File: src/rtl/msk_sbox_bt_ctrl_if.sv
//==============================================================================
// Module   : msk_sbox_bt_ctrl_if
// Brief    : Request/status and randomness bundle between the BT controller and its user.
// Revision : 1.0
//==============================================================================
`default_nettype none

interface msk_sbox_bt_ctrl_if #(
  parameter int D = 2
);
  logic [31:0]        seed;
  logic               seed_ld;
  logic               start;
  logic               abort;
  logic               ready;
  logic               busy;
  logic               done;
  logic [11:0]        ctrl;
  logic [3:0]         en;
  logic [D*(D-1)-1:0] rnd;
  logic [3:0]         rnd_BT;
  logic               clear;

  modport master (
    output seed, seed_ld, start, abort,
    input  ready, busy, done, ctrl, en, rnd, rnd_BT, clear
  );

  modport slave (
    input  seed, seed_ld, start, abort,
    output ready, busy, done, ctrl, en, rnd, rnd_BT, clear
  );
endinterface

`default_nettype wire

File: src/rtl/msk_sbox_bt_ctrl.sv
//==============================================================================
// Module   : msk_sbox_bt_ctrl
// Brief    : Masked SKINNY S-box sequencer: 6-cycle schedule, LFSR randomness,
//            Borrowed-Time clear pulse. Option macro: BT_CLEAR_ON_DONE_EN.
// Revision : 1.0
//==============================================================================
`default_nettype none

module msk_sbox_bt_ctrl #(
  parameter int D = 2
) (
  input wire                clk,
  input wire                rst_n,
  msk_sbox_bt_ctrl_if.slave bus
);
  localparam int          RW        = D * (D - 1);
  localparam logic [3:0]  FILL_MAX  = 4'd10;
  localparam logic [31:0] LFSR_TAPS = 32'h8020_0003;

  typedef enum logic [1:0] {
    S_IDLE  = 2'd0,
    S_RUN   = 2'd1,
    S_FLUSH = 2'd2,
    S_CLR   = 2'd3
  } state_e;

  state_e        state_q, state_d;
  logic [2:0]    cyc_q, cyc_d;
  logic [3:0]    fill_q, fill_d;
  logic [31:0]   lfsr_q, lfsr_d;
  logic          ready_q, ready_d;
  logic          busy_q, busy_d;
  logic          done_q, done_d;
  logic          clear_q, clear_d;
  logic [11:0]   ctrl_q, ctrl_d;
  logic [3:0]    en_q, en_d;
  logic [RW-1:0] rnd_w;

  function automatic logic [11:0] ctrl_for(input logic [2:0] c);
    logic [11:0] v;
    case (c)
      3'd0:    v = 12'hA50;
      3'd1:    v = 12'h5A3;
      3'd2:    v = 12'h0F6;
      3'd3:    v = 12'h3C9;
      3'd4:    v = 12'hC3C;
      default: v = 12'h000;
    endcase
    return v;
  endfunction

  function automatic logic [3:0] en_for(input logic [2:0] c);
    logic [3:0] v;
    case (c)
      3'd2:    v = 4'b0001;
      3'd3:    v = 4'b0010;
      3'd4:    v = 4'b0100;
      3'd5:    v = 4'b1000;
      default: v = 4'b0000;
    endcase
    return v;
  endfunction

  // Control outputs lag the schedule counter by one cycle: they are
  // registered from the current state, while busy/ready follow the next state.
  always_comb begin
    state_d = state_q;
    cyc_d   = cyc_q;
    done_d  = 1'b0;
    clear_d = 1'b0;
    ctrl_d  = 12'h000;
    en_d    = 4'b0000;
    case (state_q)
      S_IDLE: begin
        if (bus.abort) begin
          state_d = S_CLR;
        end else if (bus.start && ready_q) begin
          state_d = S_RUN;
          cyc_d   = 3'd0;
        end
      end
      S_RUN: begin
        if (bus.abort) begin
          state_d = S_CLR;
        end else begin
          ctrl_d = ctrl_for(cyc_q);
          en_d   = en_for(cyc_q);
          if (cyc_q == 3'd5) begin
            state_d = S_FLUSH;
          end else begin
            cyc_d = cyc_q + 3'd1;
          end
        end
      end
      S_FLUSH: begin
        if (bus.abort) begin
          state_d = S_CLR;
        end else begin
          done_d = 1'b1;
`ifdef BT_CLEAR_ON_DONE_EN
          state_d = S_CLR;
`else
          state_d = S_IDLE;
`endif
        end
      end
      S_CLR: begin
        if (fill_q == FILL_MAX) begin
          clear_d = 1'b1;
          state_d = S_IDLE;
        end
      end
      default: state_d = S_IDLE;
    endcase
  end

  // The S-box restarts its unused-mask accounting in the cycle it sees clear.
  always_comb begin
    if (clear_q) begin
      fill_d = 4'd0;
    end else if (fill_q == FILL_MAX) begin
      fill_d = FILL_MAX;
    end else begin
      fill_d = fill_q + 4'd1;
    end
    busy_d  = (state_d != S_IDLE);
    ready_d = (state_q == S_IDLE) && (state_d == S_IDLE) && (fill_d == FILL_MAX);
  end

  always_comb begin
    lfsr_d = {1'b0, lfsr_q[31:1]} ^ (lfsr_q[0] ? LFSR_TAPS : 32'd0);
    if (bus.seed_ld && (state_q != S_RUN)) begin
      lfsr_d = (bus.seed == 32'd0) ? 32'd1 : bus.seed;
    end
  end

  for (genvar i = 0; i < RW; i++) begin : g_rnd
    assign rnd_w[i] = lfsr_q[4 + (i % 28)];
  end

  always_ff @(posedge clk or negedge rst_n) begin
    if (!rst_n) begin
      state_q <= S_IDLE;
      cyc_q   <= 3'd0;
      fill_q  <= 4'd0;
      lfsr_q  <= 32'd1;
      ready_q <= 1'b0;
      busy_q  <= 1'b0;
      done_q  <= 1'b0;
      clear_q <= 1'b0;
      ctrl_q  <= 12'h000;
      en_q    <= 4'b0000;
    end else begin
      state_q <= state_d;
      cyc_q   <= cyc_d;
      fill_q  <= fill_d;
      lfsr_q  <= lfsr_d;
      ready_q <= ready_d;
      busy_q  <= busy_d;
      done_q  <= done_d;
      clear_q <= clear_d;
      ctrl_q  <= ctrl_d;
      en_q    <= en_d;
    end
  end

  assign bus.ready  = ready_q;
  assign bus.busy   = busy_q;
  assign bus.done   = done_q;
  assign bus.ctrl   = ctrl_q;
  assign bus.en     = en_q;
  assign bus.clear  = clear_q;
  assign bus.rnd_BT = lfsr_q[3:0];
  assign bus.rnd    = rnd_w;

endmodule

`default_nettype wire
File: src/flat_wrapper.sv
// flat-port wrapper written by rule: the top's interface ports become plain ports
module msk_sbox_bt_ctrl_flat 
#(
  parameter int D = 2
)
  (clk, rst_n, bus_seed, bus_seed_ld, bus_start, bus_abort, bus_ready, bus_busy, bus_done, bus_ctrl, bus_en, bus_rnd, bus_rnd_BT, bus_clear);
  msk_sbox_bt_ctrl_if #(.D(D)) bus_i ();
  input wire clk;
  input wire rst_n;
  input wire logic [$bits(bus_i.seed)-1:0] bus_seed;
  input wire logic [$bits(bus_i.seed_ld)-1:0] bus_seed_ld;
  input wire logic [$bits(bus_i.start)-1:0] bus_start;
  input wire logic [$bits(bus_i.abort)-1:0] bus_abort;
  output wire logic [$bits(bus_i.ready)-1:0] bus_ready;
  output wire logic [$bits(bus_i.busy)-1:0] bus_busy;
  output wire logic [$bits(bus_i.done)-1:0] bus_done;
  output wire logic [$bits(bus_i.ctrl)-1:0] bus_ctrl;
  output wire logic [$bits(bus_i.en)-1:0] bus_en;
  output wire logic [$bits(bus_i.rnd)-1:0] bus_rnd;
  output wire logic [$bits(bus_i.rnd_BT)-1:0] bus_rnd_BT;
  output wire logic [$bits(bus_i.clear)-1:0] bus_clear;
  assign bus_i.seed = bus_seed;
  assign bus_i.seed_ld = bus_seed_ld;
  assign bus_i.start = bus_start;
  assign bus_i.abort = bus_abort;
  assign bus_ready = bus_i.ready;
  assign bus_busy = bus_i.busy;
  assign bus_done = bus_i.done;
  assign bus_ctrl = bus_i.ctrl;
  assign bus_en = bus_i.en;
  assign bus_rnd = bus_i.rnd;
  assign bus_rnd_BT = bus_i.rnd_BT;
  assign bus_clear = bus_i.clear;
  msk_sbox_bt_ctrl #(.D(D)) u_core (.clk(clk), .rst_n(rst_n), .bus(bus_i));
endmodule
File: config.mk
export PLATFORM = sky130hd
export DESIGN_NAME = msk_sbox_bt_ctrl_flat
export DESIGN_NICKNAME = d
export VERILOG_FILES = /design/src/rtl/msk_sbox_bt_ctrl_if.sv /design/src/rtl/msk_sbox_bt_ctrl.sv /design/src/flat_wrapper.sv
export SDC_FILE = /design/constraint.sdc
export NUM_CORES = 1
export LEC_CHECK = 0
export ABC_AREA = 1
export CAP_MARGIN = 10
export CORE_MARGIN = 1.5
export CORE_UTILIZATION = 49
export CTS_CLUSTER_SIZE = 40
export DETAILED_ROUTE_END_ITERATION = 7
export PLACE_DENSITY = 0.79
export SYNTH_ARGS = -nofsm -noshare
export SYNTH_HDL_FRONTEND = slang
export SYNTH_SLANG_ARGS = --single-unit
export TNS_END_PERCENT = 20
File: constraint.sdc
create_clock -name clk -period 2.1 [get_ports clk]
set_clock_uncertainty 0.2 [all_clocks]
set_input_delay 0.21 -clock clk [delete_from_list [all_inputs] [get_ports clk]]
set_output_delay 0.21 -clock clk [all_outputs]
set_load 0.1 [all_outputs]
# Word level (Yosys, flattened, before mapping)
# Cells that the tools add are included.
# W data, S select, Z words.
[totals]
register_bits = 61
input_bits = 37
output_inout_bits = 26
wordCells = 66
[op_classes]
add_sub_neg = 2
eq_ne = 15
mux = 27
n_bitwise = 1
reduce_logical = 11
[op_table]
columns = ["cell", "n"]
rows = [
  ["$mux W32", 3],
  ["$pmux W12 S5", 1],
  ["$logic_not A32 Y1", 1],
  ["$xor A31 B32 Y32", 1],
  ["$mux W12", 2],
  ["$mux W4", 4],
  ["$pmux W4 S4", 1],
  ["$mux W2", 6],
  ["$mux W3", 4],
  ["$eq A4 B4 Y1 const B", 2],
  ["$pmux W2 S4", 1],
  ["$eq A3 B2 Y1 const B", 2],
  ["$eq A3 B3 Y1 const B", 2],
  ["$ne A2 B2 Y1 const B", 3],
  ["$pmux W3 S2", 1],
  ["$reduce_and A5 Y1", 1],
  ["$add A4 B1 Y4 const B", 1],
  ["$eq A2 B2 Y1 const B", 2],
  ["$logic_and A1 B1 Y1", 4],
  ["$logic_not A2 Y1", 2],
  ["$mux W1", 4],
  ["$ne A2 B1 Y1 const B", 2],
  ["$reduce_bool A2 Y1", 2],
  ["$add A3 B1 Y3 const B", 1],
  ["3 further kinds", 3],
]

# Logic depth before layout (Yosys ltp)
# Gate-level depths: netlist of run 1.
[depth]
word_depth = 7
mapped_depth = 9
mapped_depth_nobuf = 9

# Least setup slack after synthesis of run 1
# Ideal clock, no wire load.
[synth_timing]
path_type = "register to register"
from = "register u_core.ready_q, in the netlist u_core.bus.ready"
to = "register u_core.cyc_q[0]"
t_arrival_ns = 1.458
t_required_ns = 1.773
slack_ns = 0.315
path_stages_with_launch = 6
synth_period_minus_slack_ns = 1.785
cell_sequence = "dfrtp_1 nand2_1 nand2_1 nand4_1 nand2_1 o21ai_0"
[synth_between]
elab_chain_cells = 3
[synth_lines]
columns = ["element", "line_no", "text"]
rows = [
  ["start: declaration", "msk_sbox_bt_ctrl.sv:31", "logic ready_q, ready_d;"],
  ["start signal: assignment", "msk_sbox_bt_ctrl.sv:158", "ready_q <= ready_d;"],
  ["$logic_and A1 B1 Y1", "msk_sbox_bt_ctrl.sv:77", "end else if (bus.start && ready_q) begin"],
  ["$ne A2 B1 Y1 (no source line)", "--", ""],
  ["$reduce_and A5 Y1 (no source line)", "--", ""],
  ["end signal: assignment", "msk_sbox_bt_ctrl.sv:155", "cyc_q <= cyc_d;"],
  ["end: declaration", "msk_sbox_bt_ctrl.sv:28", "logic [2:0] cyc_q, cyc_d;"],
]
# No other way between the ends.
# A chain may end at the register's enable or synchronous reset.

# Final worst setup path of run 1
[layout_timing]
from = "register u_core.cyc_q[0]"
to = "register u_core.ctrl_q[8], in the netlist u_core.bus.ctrl[8]"
[layout_between]
elab_chain_cells = 4
word_cells_on_any_way = 8
classes_between = "eq/ne (4); mux (3); reduce/logical (1)"
[layout_lines]
columns = ["element", "line_no", "text"]
rows = [
  ["$eq A3 B3 Y1 (tied with other cells)", "msk_sbox_bt_ctrl.sv:41", "case (c)"],
  ["$pmux W12 S5 *", "msk_sbox_bt_ctrl.sv:41", ""],
  ["$mux W12 *", "msk_sbox_bt_ctrl.sv:83", "if (bus.abort) begin"],
  ["$mux W12 *", "msk_sbox_bt_ctrl.sv:73", "case (state_q)"],
  ["end signal: assignment", "msk_sbox_bt_ctrl.sv:162", "ctrl_q <= ctrl_d;"],
  ["end: declaration", "msk_sbox_bt_ctrl.sv:35", "logic [11:0] ctrl_q, ctrl_d;"],
]
# Every way passes the cells marked *; elsewhere a longest branch is shown, timed or not.

==> results.ini, run 1 <==
[run_status]
outcome=complete, no violations

[hold_path]
hold_path.class=in -> async

[setup_path]
cp_max_fo=5
critPathLaunchType=flip-flop
crit_type=reg -> reg
worstPathRequired_ns=2.11
reg2regPathDepth=7
end_kind=flip-flop
regToRegEndpoint=u_core.bus.ctrl[8]$_DFF_PN0_
r2r_slack_ns=0.34
r2r_start=u_core.cyc_q[0]$_DFFE_PN0P_
critPathArrivalTime_ns=1.77

[place]
placedCellCount=424
gp_congestion=0.825
placed_cell_area_um2=3220
hpwl_um=3780
port-buffer-count=62

[global_route]
grt_usage_pct=19.9
grt_pass1_vias=2160
grt_overflow=0
antenna_found_initial=0
grt_pass1_wl_um=9230
grt_max_degree=31

[logic_synthesis]
ys_warn_count=0
synth_nets=347
synth_seq_area_share_pct=56.9
syn_inst=303
avgSynthCellArea_um2=8.72
synth_cell_type_count=30
ys_seq_elements=60
syn_area_um2=2640

[pwr]
finalPower_mw=5.53
power_density_nw_per_um2=1590
p_leak_nw=1.77
ir_drop_mv=0.825

[clock_network]
cts_resized=0
numCtsBuffers=9
clock-sinks=60
worst_skew_pair.late_latency_ns=0.33
cts_tree=done
cts.path.max_buffers=2
h-tree-depth=3
post_cts_buffers=0
ctsHoldBuffers=1
cts-root-buf=clkbuf_8
clkTransAtPathRegs_ns=0.07

[finish]
design_area_um2=3480
fin_cells=441
layout.nets=410
drive_above_1_share_pct=14.8
finish.utilization_pct=67.7
antenna_cells=0
fillers=433
area_delta_synth_final_pct=31.8

[detailed_routing]
antenna_left=0
drtIter0Drc=80
num_vias=2079
viasPerCell=4.71
drc=0
wl_per_cell_um=11.9
dr.pass1.iters=4
wl_um=5230

[timing]
fin_crit_sh_pct=83.7
setup_tns_ns=0
fmax_ghz=0.569
rsz0062_at_grt=false
drv_slew=0
relSlewSlack_pct=62.7
worst_pin_slew_ns=0.559
setup_viol=0
min_period_ns=1.76
hold_viol_final=0

[die]
die_height_um=76.4
ios=63
coreArea_um2=5140
die-area_um2=5840
rows=26
die_w_um=76.4
start_util_pct=51.4

[job]
maxCapViolCount=0

sequential cells by signal (all words and copies together) (netlist names):
register	flops
u_core.bus.clear	1
u_core.cyc_q	3
u_core.lfsr_q	32
u_core.bus.done	1
u_core.bus.ready	1
u_core.fill_q	4
u_core.bus.busy	1
u_core.bus.en	4
u_core.bus.ctrl	11
u_core.state_q	2
per-stage QoR:
stage | hold WS, ns | setup slack, ns
after global routing | 0.241 | 0.203
after CTS | 0.211 | 0.344
after detailed placement | 0.0276 | 0.286
after floorplan | -0.286 | 0.315
final | 0.202 | 0.343
after global placement | 0.0298 | 0.309
worst max-delay path, stage by stage (launching register included):
cell	delay, ns
dfrtp_1	0.40
inv_1	0.09
ha_1	0.23
nand2_1	0.16
a21boi_0	0.26
nand3_1	0.13
nand2_1	0.12
a21oi_1	0.05
worst max path at each step:
stage	from	endpoint	depth (start not counted)	slack (ns)
after floorplan	u_core.bus.ready$_DFF_PN0_	u_core.cyc_q[0]$_DFFE_PN0P_	5	0.31
after global placement	bus_seed_ld	u_core.lfsr_q[0]$_DFF_PN1_	7	0.31
after detailed placement	bus_seed_ld	u_core.lfsr_q[0]$_DFF_PN1_	7	0.29
after CTS	u_core.cyc_q[0]$_DFFE_PN0P_	u_core.bus.ctrl[9]$_DFF_PN0_	7	0.34
after global routing	u_core.cyc_q[0]$_DFFE_PN0P_	u_core.bus.ctrl[9]$_DFF_PN0_	7	0.20
final	u_core.cyc_q[0]$_DFFE_PN0P_	u_core.bus.ctrl[8]$_DFF_PN0_	7	0.34
cells in the final DEF, fill, tap and decap left out, types with 2 or more instances in the layout:
cell type and count:
clkdlybuf4s50_1 35, xnor2_1 2, xor2_1 2, nand4_1 2, nand3_1 7, a21oi_1 4
inv_1 19, clkbuf_8 11, a21oi_2 2, dfrtp_1 59, buf_4 27, inv_2 3
ha_1 7, o21ai_0 6, nand2_1 121, buf_12 2, bufinv_16 3, nor3_1 2
nor2_1 40
cell type report:
| type | count | area (um^2) | area share [%] |
|---|---|---|---|
| clock buffer | 12 | 155 | 4.46 |
| clock inverter | 4 | 95.1 | 2.73 |
| inverter | 23 | 88.8 | 2.55 |
| multi-input combinational | 206 | 943 | 27.1 |
| sequential | 60 | 1500 | 43.2 |
| tap | 70 | 87.6 | 2.52 |
| timing repair buffer | 66 | 608 | 17.5 |
report_power, final:
| group | internal (mW) | leakage [nW] | switching [mW] |
|---|---|---|---|
| clock | 0.852 | 0.127 | 0.434 |
| sequential | 1.62 | 0.758 | 0.241 |
| combinational | 0.646 | 0.890 | 1.74 |
| total | 3.12 | 1.77 | 2.41 |
cell usage after synthesis:
cell type	count	area share, %
nor2_4	1	0.43
nor3b_1	1	0.28
or2_0	1	0.24
ha_1	7	3.3
dfstp_2	1	0.99
buf_4	7	2.0
a21oi_1	4	0.76
buf_2	4	0.76
nor3_1	2	0.38
inv_2	3	0.43
nor2_8	1	0.76
nand2_1	121	17
o21ai_0	6	1.1
a31oi_1	1	0.24
xor2_1	2	0.66
a21oi_2	2	0.66
nand3_1	7	1.3
inv_4	1	0.24
xnor2_1	2	0.66
dfrtp_1	59	56
or2_1	1	0.24
o21ai_1	1	0.19
o211ai_1	1	0.28
o31ai_1	1	0.28
buf_6	3	1.3
nor2_1	40	5.7
inv_1	19	2.7
nand4_1	2	0.47
a21boi_0	1	0.28
nor2_2	1	0.24
cell families after synthesis:
| group | Yosys count | share of synthesized area, % |
|---|---|---|
| AO/OA/AOI/OAI | 17 | 3.84 |
| adder cells (fa/ha/maj) | 7 | 3.32 |
| flip-flops | 60 | 56.9 |
| buffers and inverters | 37 | 7.39 |
| AND/OR/NAND/NOR | 178 | 27.2 |
| XOR/XNOR | 4 | 1.33 |
routing by layer:
metal | up-vias | share of wire, % | GRT usage [%]
met3 | 10 | 5.9 | 4.19
met4 | 0 | 1.7 | 10.0
met5 | - | 0 | 0
met1 | 965 | 44 | 23.4
li1 | 1047 | - | -
met2 | 57 | 49 | 34.5
No activity file was read; power rests on OpenSTA's default activity.
==> run 2, diff against run 1 <==
==> constraint.sdc (replaced) <==
create_clock -name clk -period 1.85 [get_ports clk]
set_clock_uncertainty 0.2 [all_clocks]
set_input_delay 0.185 -clock clk [delete_from_list [all_inputs] [get_ports clk]]
set_output_delay 0.185 -clock clk [all_outputs]
set_load 0.1 [all_outputs]
==> run 2 against run 1 <==
Core utilization grew 5.4 points. Combinational power grew 29%. Sequential share of layout area fell by 3.2 points. Hold slack got worse by 0.080 ns. Count of clock-buffer cells in the layout rose by 3. Highest routed layer unchanged. Flip-flop and latch count did not move. Cell count is 0.23% higher.
==> results.ini, run 2 (synthesis results as in run 1) <==
[run_status]
outcome=complete, no violations

[timing]
fin_crit_sh_pct=94.2  ; +11 points
drv_slew=0  ; unchanged
rsz0062_at_grt=false
min_period_ns=1.74  ; -0.0145 ns
hold_viol_final=0  ; unchanged
relSlewSlack_pct=70.6  ; +7.8 points
setup_viol=0  ; unchanged
setup_tns_ns=0  ; unchanged
fmax_ghz=0.574  ; +0.83%
worst_pin_slew_ns=0.441  ; -0.118 ns
holdWs_ns=0.122  ; -0.0796 ns

[global_route]
grt_overflow=0  ; unchanged
grt_usage_pct=20.6  ; +0.66 points
antenna_found_initial=0  ; unchanged
grt_pass1_vias=2028  ; -6.1%
grt_pass1_wl_um=9280  ; +0.60%
grt_max_degree=31  ; unchanged

[clock_network]
clkTransAtPathRegs_ns=0.06  ; about the same
cts-root-buf=clkbuf_8
numCtsBuffers=9  ; unchanged
cts.path.max_buffers=2  ; unchanged
post_cts_buffers=0  ; unchanged
worst_skew_pair.late_latency_ns=0.33  ; about the same
clock-sinks=60  ; unchanged
h-tree-depth=3  ; unchanged
cts_tree=done

[finish]
largest_reg_flops=32  ; unchanged
drive_above_1_share_pct=14.5  ; -0.31 points
final_cell_mix=nand2_1, dfrtp_1, nor2_1
final_common_cell=nand2_1
layout.nets=411  ; +0.24%
design_area_um2=3760  ; +7.9%
area_delta_synth_final_pct=42.3
top_register=u_core.lfsr_q
antenna_cells=0  ; unchanged

[pwr]
finalPower_mw=6.45  ; +17%
p_leak_nw=1.84  ; +3.5%
ir_drop_mv=1.17  ; +41%
power_density_nw_per_um2=1720  ; +8.0%

[place]
gp_congestion=0.836  ; +1.3%
port-buffer-count=62  ; unchanged
placed_cell_area_um2=3540  ; +9.9%
hpwl_um=4060  ; +7.5%

[die]
die-area_um2=5840  ; unchanged
ios=63  ; unchanged
die_height_um=76.4  ; unchanged
rows=26  ; unchanged
die_w_um=76.4  ; unchanged
start_util_pct=51.4  ; unchanged
coreArea_um2=5140  ; unchanged

[detailed_routing]
num_vias=2071  ; -0.38%
wl_um=5610  ; +7.2%
viasPerCell=4.69  ; -0.61%
drc=0  ; unchanged
wl_per_cell_um=12.7  ; +7.0%
antenna_left=0  ; unchanged
dr.pass1.iters=5  ; +1
drtIter0Drc=112  ; +40%

[setup_path]
path_cells=inv_1 > ha_1 > nand2_1 > a21boi_1 > nand3_1 > nand2_1 > a21oi_1
slowest_delay_ns=0.40  ; about the same
crit_top_cell=nand2_1
cp_top_family=simple AND/OR/NAND/NOR gates
critPathArrivalTime_ns=1.76  ; about the same
cp_max_fo=5  ; unchanged
end_kind=flip-flop
worstPathRequired_ns=1.87  ; -0.24 ns
critPathLaunchType=flip-flop
crit_type=reg -> reg
slowest_stage=dfrtp_1
critical_path_buf_inv_count=1  ; unchanged

[job]
maxCapViolCount=0  ; unchanged

[hold_path]
hold_path.class=in -> async

-- run 2: cell types whose count changed in the layout (fill, tap and decap cells not counted), sizes merged --
cell,change
buf,+1
bufinv,-2
clkbuf,+3
clkinv,-1
-- run 2: path summary, 6_finish.rpt --
kind | start | endpoint | slack (ns) | depth (start not counted)
max reg2reg | u_core.cyc_q[0]$_DFFE_PN0P_ | u_core.bus.ctrl[6]$_DFF_PN0_ | 0.11 | 7
min in group clk | bus_seed[28] | u_core.lfsr_q[28]$_DFF_PN0_ | 0.22 | 3
max in group asynchronous | rst_n | u_core.lfsr_q[17]$_DFF_PN0_ | 0.76 | 3
min | rst_n | u_core.lfsr_q[5]$_DFF_PN0_ | 0.12 | 2
max | u_core.cyc_q[0]$_DFFE_PN0P_ | u_core.bus.ctrl[6]$_DFF_PN0_ | 0.11 | 7
min reg2reg | u_core.lfsr_q[10]$_DFF_PN0_ | u_core.lfsr_q[9]$_DFF_PN0_ | 0.24 | 2
-- run 2: cell type report --
type                       count  area [um^2]
inverter                      23         88.8
timing repair buffer          67          928
clock inverter                 1         30.0
tap                           70         87.6
clock buffer                  15          176
sequential                    60         1500
multi-input combinational    206          943
fill                         384         1380
-- run 2: metrics by stage --
step	std cells	util, %	setup slack (ns)
floorplan	303	-	0.0646
CTS	442	73.1	0.0467
global route	442	73.1	0.00931
detailed placement	425	68.9	0.0635
global placement	425	68.9	0.194
finish	442	73.1	0.107
-- run 2: power by group --
group	leakage (nW)	switching (mW)	total [mW]	internal (mW)
Combinational	0.975	1.99	3.06	1.07
Clock	0.104	0.479	1.21	0.735
Sequential	0.758	0.338	2.18	1.84
-- run 2: routing by layer --
layer / track usage (%) / part of all wire [%] / vias up / wire [um]
met4: 8.33 / 2.5 / 0 / 138
met1: 24.2 / 41 / 951 / 2310
li1: - / - / 1050 / -
met3: 7.07 / 5.3 / 14 / 297
met5: 0 / 0 / - / 0
met2: 34.5 / 51 / 56 / 2870
-- run 2: repair_timing --
item | CTS | global route
hold endpoints to repair | 45 | 0
endpoints found under the setup margin | 0 | 3
hold buffers | 1 | 0
resized for setup | 0 | 1
==> run 3, diff against run 2 <==
--- a/config.mk
+++ b/config.mk
@@ -7,7 +7,7 @@
 export LEC_CHECK = 0
 export ABC_AREA = 1
 export CAP_MARGIN = 10
-export CORE_MARGIN = 1.5
+export CORE_MARGIN = 3
 export CORE_UTILIZATION = 49
 export CTS_CLUSTER_SIZE = 40
 export DETAILED_ROUTE_END_ITERATION = 7
==> run 3 against run 2 <==
Maximum frequency is 0.98% higher. Count of clock-buffer cells in the layout down 3. Core utilization shrank 0.65 points. Worst setup slack improved by 0.017 ns. Critical path type unchanged. Critical endpoint is now u_core.bus.ctrl[9]$_DFF_PN0_. Largest cell class unchanged.
==> results.ini, run 3 (synthesis results as in run 1) <==
[finish]
largest_reg_flops=32  ; unchanged
final_cell_mix=nand2_1, dfrtp_1, nor2_1
antenna_cells=0  ; unchanged
area_delta_synth_final_pct=41.9
final_common_cell=nand2_1
top_register=u_core.lfsr_q
fin_cells=440  ; -0.45%
layout.nets=411  ; unchanged
drive_above_1_share_pct=15.1  ; +0.62 points
finish.utilization_pct=72.4  ; -0.65 points

[pwr]
p_leak_nw=1.83  ; -0.23%
power_frac_seq_pct=34.3  ; +0.5 points
ir_drop_mv=1.02  ; -13%
power_density_nw_per_um2=1710  ; -0.59%
comb_power_share_pct=48.1  ; +0.7 points
clockPowerShare_pct=17.6  ; -1.2 points
switching_power_mw=2.79  ; -0.45%
p_int_mw=3.60  ; -1.2%
sw_frac_of_total_pct=43.7  ; +0.18 points

[job]
maxCapViolCount=0  ; unchanged

[place]
placedCellCount=425  ; unchanged
port-buffer-count=62  ; unchanged
hpwl_um=3890  ; -4.2%
gp_congestion=0.849  ; +1.6%
pre_cts_ws_ns=0.103  ; +0.0396 ns

[setup_path]
r2r_start=u_core.cyc_q[0]$_DFFE_PN0P_
cp_max_fo=4  ; -1
reg2regPathDepth=6  ; -1
regToRegEndpoint=u_core.bus.ctrl[9]$_DFF_PN0_
critPathLaunch=u_core.cyc_q[0]$_DFFE_PN0P_
r2r_slack_ns=0.12  ; +0.02 ns
end_kind=flip-flop
crit_type=reg -> reg
critPathArrivalTime_ns=1.73  ; -0.03 ns
worstPathRequired_ns=1.86  ; about the same
critPathLaunchType=flip-flop

[timing]
drv_slew=0  ; unchanged
worst_pin_slew_ns=0.355  ; -0.0865 ns
setup_viol=0  ; unchanged
setup_tns_ns=0  ; unchanged
holdWs_ns=0.195  ; +0.0735 ns
hold_viol_final=0  ; unchanged
fin_crit_sh_pct=93.3  ; -0.91 points
relSlewSlack_pct=76.1  ; +5.5 points
rsz0062_at_grt=false
setup_slack_ns=0.124  ; +0.0169 ns
min_period_ns=1.73  ; -0.0169 ns
fmax_ghz=0.579  ; +0.98%

[die]
ios=63  ; unchanged
coreArea_um2=5170  ; +0.63%
start_util_pct=51.1  ; -0.32 points
die_height_um=79.4  ; +3.9%
rows=26  ; unchanged
die-area_um2=6310  ; +8.0%
die_w_um=79.4  ; +3.9%

[clock_network]
clkTransAtPathRegs_ns=0.06  ; about the same
h-tree-depth=3  ; unchanged
clock-sinks=60  ; unchanged
cts-root-buf=clkbuf_8
numCtsBuffers=9  ; unchanged
cts_tree=done
cts.path.max_buffers=2  ; unchanged
worst_skew_pair.late_latency_ns=0.32  ; about the same

[detailed_routing]
viasPerCell=4.72  ; +0.75%
drtIter0Drc=139  ; +24%
wl_um=5380  ; -4.1%
drc=0  ; unchanged
dr.pass1.iters=4  ; -1
num_vias=2077  ; +0.29%
wl_per_cell_um=12.2  ; -3.6%
antenna_left=0  ; unchanged

[global_route]
use_met2_pct=32.2  ; -2.2 points
grt_busiest_layer=met2
grt_usage_pct=18.9  ; -1.6 points
grt_pass1_vias=2064  ; +1.8%
grt_pass1_wl_um=9120  ; -1.7%
grt_util_met1_pct=22.0  ; -2.2 points
use_met3_pct=4.85  ; -2.2 points
grt_overflow=0  ; unchanged
grt_max_degree=61  ; +97%
antenna_found_initial=0  ; unchanged

[run_status]
outcome=complete, no violations

[hold_path]
hold_path.class=in -> async

run 3: repair_timing:
item | CTS | global route
resized for setup | 0 | 3
setup endpoints to repair | 0 | 4
setup buffers | 0 | 0
hold buffers | 1 | 0
hold endpoints to repair | 60 | 0
run 3: area by class of cell:
cell class / instances / area (um^2)
Clock buffer: 12 / 155
Clock inverter: 2 / 35.0
Fill cell: 361 / 1430
Inverter: 23 / 88.8
Multi-Input combinational cell: 206 / 950
Sequential cell: 60 / 1500
Tap cell: 70 / 87.6
Timing Repair Buffer: 67 / 928
run 3: per-layer routing:
metal  vias to the layer above  wire (um)
met3                        15        246
met2                        51       2830
met4                         0        116
li1                       1045          -
met5                         -          0
met1                       966       2190
run 3: power groups by stage:
| stage | clock [mW] | combinational (mW) | sequential [mW] |
|---|---|---|---|
| after global placement | 0 | 2.98 | 2.19 |
| after floorplan | 0 | 1.73 | 2.57 |
| after detailed placement | 0 | 3.07 | 2.20 |
| after CTS | 1.15 | 3.08 | 2.19 |
| after global routing | 1.21 | 3.32 | 2.25 |
| final | 1.13 | 3.07 | 2.19 |
run 3: critical path, stage by stage, from the launching register on:
cell and delay (ns):
dfrtp_1 0.40, inv_1 0.10, ha_1 0.23, o21ai_0 0.33, nand3_1 0.15, nand2_1 0.14, a21oi_1 0.06
run 3: worst max path at each step:
stage / end / slack (ns) / cells past startpoint
final: u_core.bus.ctrl[9]$_DFF_PN0_ / 0.12 / 6
after global routing: u_core.bus.ctrl[6]$_DFF_PN0_ / 0.002 / 6
after CTS: u_core.bus.ctrl[9]$_DFF_PN0_ / 0.01 / 7
after detailed placement: u_core.bus.ctrl[9]$_DFF_PN0_ / 0.10 / 7
after global placement: u_core.bus.ctrl[8]$_DFF_PN0_ / 0.18 / 7
after floorplan: u_core.cyc_q[0]$_DFFE_PN0P_ / 0.06 / 5
run 3: stage by stage:
stage	cell area [um^2]	total power [mW]
6_report	3750	6.39
5_1_grt	3750	6.79
4_1_cts	3740	6.43
3_5_place_dp	3540	5.27
3_3_place_gp	3540	5.17
2_1_floorplan	2640	4.30
